--- src/rtl/alu_pkg.sv ---
// ALU function codes and shared types for the ALU self-test block.
// Imported by the BIST sequencer and its vector ROM.
package alu_pkg;

  localparam int TBL_DEPTH = 16;

  localparam logic [5:0] FN_ADD = 6'b000000;
  localparam logic [5:0] FN_SUB = 6'b000001;
  localparam logic [5:0] FN_AND = 6'b011000;
  localparam logic [5:0] FN_OR  = 6'b011110;
  localparam logic [5:0] FN_XOR = 6'b010110;
  localparam logic [5:0] FN_NOR = 6'b010001;
  localparam logic [5:0] FN_A   = 6'b011010;
  localparam logic [5:0] FN_SLL = 6'b100000;
  localparam logic [5:0] FN_SRL = 6'b100001;
  localparam logic [5:0] FN_SRA = 6'b100011;
  localparam logic [5:0] FN_EQ  = 6'b110011;
  localparam logic [5:0] FN_NEQ = 6'b110001;
  localparam logic [5:0] FN_LT  = 6'b110101;
  localparam logic [5:0] FN_LEZ = 6'b111101;
  localparam logic [5:0] FN_GEZ = 6'b111001;
  localparam logic [5:0] FN_GTZ = 6'b111111;

  typedef enum logic [2:0] {
    S_IDLE,
    S_DRIVE,
    S_WAIT,
    S_CHECK,
    S_DONE
  } state_t;

endpackage

--- src/rtl/alu_bist_rom.sv ---
// Fixed ALU test vector table: one row per function code.
// Expected results are precomputed constants.
module alu_bist_rom
  import alu_pkg::*;
(
  input  logic [3:0]  idx,
  output logic [31:0] a,
  output logic [31:0] b,
  output logic [5:0]  fun,
  output logic        sign,
  output logic [31:0] expected
);

  localparam logic [31:0] OA = 32'hDAFB0219;
  localparam logic [31:0] OB = 32'h22B042D1;

  always_comb begin
    a        = 32'h0;
    b        = 32'h0;
    fun      = FN_ADD;
    sign     = 1'b0;
    expected = 32'h0;
    unique case (idx)
      4'd0: begin
        a = OA; b = OB; fun = FN_ADD;
        expected = 32'hFDAB44EA;
      end
      4'd1: begin
        a = OA; b = OB; fun = FN_SUB;
        expected = 32'hB84ABF48;
      end
      4'd2: begin
        a = OA; b = OB; fun = FN_AND;
        expected = 32'h02B00211;
      end
      4'd3: begin
        a = OA; b = OB; fun = FN_OR;
        expected = 32'hFAFB42D9;
      end
      4'd4: begin
        a = OA; b = OB; fun = FN_XOR;
        expected = 32'hF84B40C8;
      end
      4'd5: begin
        a = OA; b = OB; fun = FN_NOR;
        expected = 32'h0504BD26;
      end
      4'd6: begin
        a = OA; b = OB; fun = FN_A;
        expected = OA;
      end
      4'd7: begin
        a = 32'h4; b = 32'h12345678;
        fun = FN_SLL;
        expected = 32'h23456780;
      end
      4'd8: begin
        a = 32'h8; b = 32'hF0F0F0F0;
        fun = FN_SRL;
        expected = 32'h00F0F0F0;
      end
      4'd9: begin
        a = 32'h4; b = 32'h80000010;
        fun = FN_SRA;
        expected = 32'hF8000001;
      end
      4'd10: begin
        a = 32'h5A5A5A5A; b = 32'h5A5A5A5A;
        fun = FN_EQ;
        expected = 32'h1;
      end
      4'd11: begin
        a = 32'h1; b = 32'h1;
        fun = FN_NEQ;
        expected = 32'h0;
      end
      4'd12: begin
        a = 32'hFFFFFFFF; b = 32'h1;
        fun = FN_LT; sign = 1'b1;
        expected = 32'h1;
      end
      4'd13: begin
        a = 32'h0;
        fun = FN_LEZ;
        expected = 32'h1;
      end
      4'd14: begin
        a = 32'h80000000;
        fun = FN_GEZ;
        expected = 32'h0;
      end
      4'd15: begin
        a = 32'h5;
        fun = FN_GTZ;
        expected = 32'h1;
      end
    endcase
  end

endmodule

--- src/rtl/alu_bist.sv ---
// ALU self-test sequencer: drives table vectors onto the ALU,
// samples the result, counts mismatches and reports pass/fail.
module alu_bist
  import alu_pkg::*;
#(
  parameter int NUM_VEC = 16,
  parameter int SETTLE  = 1,
  parameter int ERR_W   = 5
) (
  input  logic             clk,
  input  logic             reset,
  input  logic             start,
  output logic [31:0]      alu_a,
  output logic [31:0]      alu_b,
  output logic [5:0]       alu_fun,
  output logic             alu_sign,
  input  logic [31:0]      alu_s,
  output logic             busy,
  output logic             done,
  output logic             pass,
  output logic [ERR_W-1:0] err_count,
  output logic [3:0]       first_fail
);

  localparam int WW =
    (SETTLE > 1) ? $clog2(SETTLE) : 1;
  localparam logic [3:0] LAST =
    4'(NUM_VEC - 1);

  state_t        state, nstate;
  logic [3:0]    idx;
  logic [WW-1:0] wcnt;
  logic          clr;
  logic          miss;

  logic [31:0] r_a, r_b, r_exp;
  logic [5:0]  r_fun;
  logic        r_sign;

  alu_bist_rom u_rom (
    .idx      (idx),
    .a        (r_a),
    .b        (r_b),
    .fun      (r_fun),
    .sign     (r_sign),
    .expected (r_exp)
  );

  assign miss = (alu_s != r_exp);
  assign busy = (state == S_DRIVE) ||
                (state == S_WAIT)  ||
                (state == S_CHECK);
  assign done = (state == S_DONE);
  assign pass = done && (err_count == '0);

  always_ff @(posedge clk or posedge reset)
    if (reset) state <= S_IDLE;
    else       state <= nstate;

  always_comb begin
    nstate = state;
    clr    = 1'b0;
    unique case (state)
      S_IDLE, S_DONE:
        if (start) begin
          nstate = S_DRIVE;
          clr    = 1'b1;
        end
      S_DRIVE: nstate = S_WAIT;
      S_WAIT:
        if (wcnt == '0) nstate = S_CHECK;
      S_CHECK:
        nstate = (idx == LAST) ? S_DONE
                               : S_DRIVE;
      default: nstate = S_IDLE;
    endcase
  end

  always_ff @(posedge clk or posedge reset) begin
    if (reset) begin
      idx        <= '0;
      wcnt       <= '0;
      err_count  <= '0;
      first_fail <= '0;
      alu_a      <= '0;
      alu_b      <= '0;
      alu_fun    <= '0;
      alu_sign   <= 1'b0;
    end else begin
      if (clr) begin
        idx        <= '0;
        err_count  <= '0;
        first_fail <= '0;
      end
      if (state == S_DRIVE) begin
        alu_a    <= r_a;
        alu_b    <= r_b;
        alu_fun  <= r_fun;
        alu_sign <= r_sign;
        wcnt     <= WW'(SETTLE - 1);
      end
      if (state == S_WAIT && wcnt != '0)
        wcnt <= wcnt - 1'b1;
      if (state == S_CHECK) begin
        if (miss) begin
          // first mismatch is the one seen while the count is still zero
          if (err_count == '0)
            first_fail <= idx;
          if (err_count != {ERR_W{1'b1}})
            err_count <= err_count + 1'b1;
        end
        if (idx != LAST)
          idx <= idx + 1'b1;
      end
    end
  end

endmodule

--- config.mk ---
export PLATFORM = sky130hd
export DESIGN_NAME = alu_bist
export DESIGN_NICKNAME = d
export VERILOG_FILES = /design/src/rtl/alu_pkg.sv /design/src/rtl/alu_bist_rom.sv /design/src/rtl/alu_bist.sv
export SDC_FILE = /design/constraint.sdc
export NUM_CORES = 1
export LEC_CHECK = 0
export BUFFER_PORTS_ARGS = -buffer_cell sky130_fd_sc_hd__buf_4
export CAP_MARGIN = 10
export CORE_ASPECT_RATIO = 1.75
export CORE_MARGIN = 3
export CORE_UTILIZATION = 50
export DETAILED_ROUTE_END_ITERATION = 10
export PLACE_DENSITY = 0.93
export SLEW_MARGIN = 20
export SYNTH_ARGS = -nofsm -noshare
export SYNTH_HDL_FRONTEND = slang
export SYNTH_SLANG_ARGS = --single-unit
--- constraint.sdc ---
create_clock -name clk -period 3.7 [get_ports clk]
set_clock_uncertainty 0.2 [all_clocks]
set_input_delay 0.74 -clock clk [delete_from_list [all_inputs] [get_ports clk]]
set_output_delay 0.74 -clock clk [all_outputs]
set_load 0.1 [all_outputs]
==> results.tsv <==
metric	value	unit
status	complete, no violations	
period_minus_slack	3.381	ns
synth.top_cell.area_share	0.3577	
gr-total-overflow	0	
root_buffer	clkbuf_8	
cts.sinks	46	
cts_max_level	2	
slew_violations	0	
setup_violations	0	
synth_ff_type	dfrtp_1	
start_util	0.5167	
post_drt_wl_per_cell	16.06	um
ctsResizeCount	0	
ys_types	56	
finalNetCount	490	
post-route-period-util	0.9138	
fin_cells	529	
hold_path.class	flip-flop to flip-flop	
dp_hpwl	6592	um
n_antenna_cell	0	
place_inst	521	
routabilityCongestion	0.9083	
crit_type	flip-flop to flip-flop	
via_per_inst	5.658	
routed_wl	8494	um
yosys-top-cells-count	dfrtp_1, buf_4, nand2_1	
cts_tree	built	
maxSlewHeadroom	0.3742	
yosysWarnings	0	
rsz0062_at_grt	false	
rows	38	
async_reset_ff_frac	1.000	
maxCapViolations	0	
drc	0	
syn_area	3218	um^2
synthCells	382	
cp.arrival	3.38	ns
fillCellCount	556	
fmax	295.8	MHz
antenna_found_initial	0	
worstPathRequired	3.70	ns
final_antenna_net_count	0	
top_level_ports	118	
yosysMostFrequentCell	dfrtp_1	
grtUsageTotal	0.2296	
setup_tns	0	ns
drive_gt1_frac	0.3185	
die_area	7473	um^2
ys_seq_area_frac	0.3577	
clkLatencyLatePin	0.31	ns
grt_max_degree	47	
cts.clk_slew.worst_paths	0.09	ns
fp.coreArea	6228	um^2
die_y	112.1	um
vias	2993	
start_kind	flip-flop	
drt_iter0_markers	145	
port_buffers	112	
synth_largest_area_cell	dfrtp_1	
netlist_top_cells_area	dfrtp_1, buf_4, o21ai_0	
dr.pass1.iters	4	
synth_edf_count	0	
grt_pass1_vias	2831	
crit_path_end_kind	flip-flop	
cts_max_path_buffers	2	
cp_max_fo	7	
avgSynthCellArea	8.424	um^2
grt_first_pass_wirelength	13490	um
cts_setup_buffers	0	
holdBufCountCts	0	
worstMarginPinSlew	0.9374	ns
area_growth	21.85	%
cts_made_buffers	5	
dieWidth	66.65	um
finalHoldViolations	0	
ys_ff_latch	46	
registers in the layout, summed over array words and instances, names as in the netlist, 3 cells and up:
register and cells:
alu_a 8, alu_b 14, alu_fun 6, err_count 5, first_fail 4, idx 4, state 3
final cells by class:
cell class,instances,area (um^2),share of cell area
Clock buffer,6,82.58,0.02106
Clock inverter,2,12.51,0.003191
Inverter,13,48.80,0.01244
Multi-Input combinational cell,261,1618,0.4126
Sequential cell,46,1151,0.2936
Tap cell,80,100.1,0.02553
Timing Repair Buffer,121,908.4,0.2317
per-layer routing:
metal / wire length [um] / track usage / up-vias / part of all wire
met5: 0 / 0 / - / 0
met4: 309 / 0.1099 / 0 / 0.036
met3: 462 / 0.03103 / 27 / 0.054
met2: 4764 / 0.4151 / 117 / 0.56
met1: 2957 / 0.2544 / 1428 / 0.35
li1: - / - / 1421 / -
worst paths after layout:
| check | startpoint | endpoint | slack, ns | cells past startpoint |
|---|---|---|---|---|
| max reg2reg | idx[0] | err_count[1] | 0.32 | 10 |
| min | alu_b[0] | alu_b[0] | 0.28 | 2 |
| min in group asynchronous | reset | state[2] | 0.45 | 2 |
| min reg2reg | alu_b[0] | alu_b[0] | 0.28 | 2 |
| max in group asynchronous | reset | alu_b[28] | 2.27 | 2 |
| max | idx[0] | err_count[1] | 0.32 | 10 |
layout by cell type (no fill, tap or decap), drive strengths merged, types with 3 or more instances in the layout:
cell type  instances
a211o              3
a211oi             4
a21o               6
a21oi             17
a31oi              8
buf              121
clkbuf             6
conb               5
dfrtp             46
ha                 7
inv               13
mux2i             10
nand2             38
nand2b             6
nand3             10
nor2              32
nor2b              5
nor3              10
nor3b              3
nor4               4
o21ai             32
o22ai              5
o31ai              4
or3                6
xnor2              7
xor2               8
stage by stage:
stage                     hold WS, ns  setup slack (ns)  utilization  cell area [um^2]
after floorplan                0.2653            0.2440            -              3236
after global placement         0.2543            0.4654       0.6143              3826
after detailed placement       0.2644            0.3632       0.6143              3826
after CTS                      0.2841            0.3421       0.6296              3921
after global routing           0.3059            0.1459       0.6296              3921
final                          0.2770            0.3191       0.6296              3921
critical path, cell delays in order (launching register included):
cell	delay [ns]
dfrtp_1	0.46
inv_1	0.14
ha_1	0.26
nor4b_2	0.36
nor3_1	0.10
or4_1	0.43
a2111o_1	0.43
nor4_2	0.17
and4_4	0.31
nor3_2	0.09
mux2_4	0.31
cells by family after synthesis:
| family | after synthesis | share of synthesized area |
|---|---|---|
| other | 1 | 0.001165 |
| adders and majority gates | 7 | 0.02721 |
| xor gates and xnor gates | 15 | 0.04083 |
| buffers and inverters | 79 | 0.1450 |
| muxes | 11 | 0.03577 |
| AOI/OAI and AO/OA | 96 | 0.1890 |
| and+or+nand+nor | 127 | 0.2034 |
| DFF | 46 | 0.3577 |
Power is not shown: default switching activity piles up to over one toggle a cycle in this logic, so the estimate is an artifact.
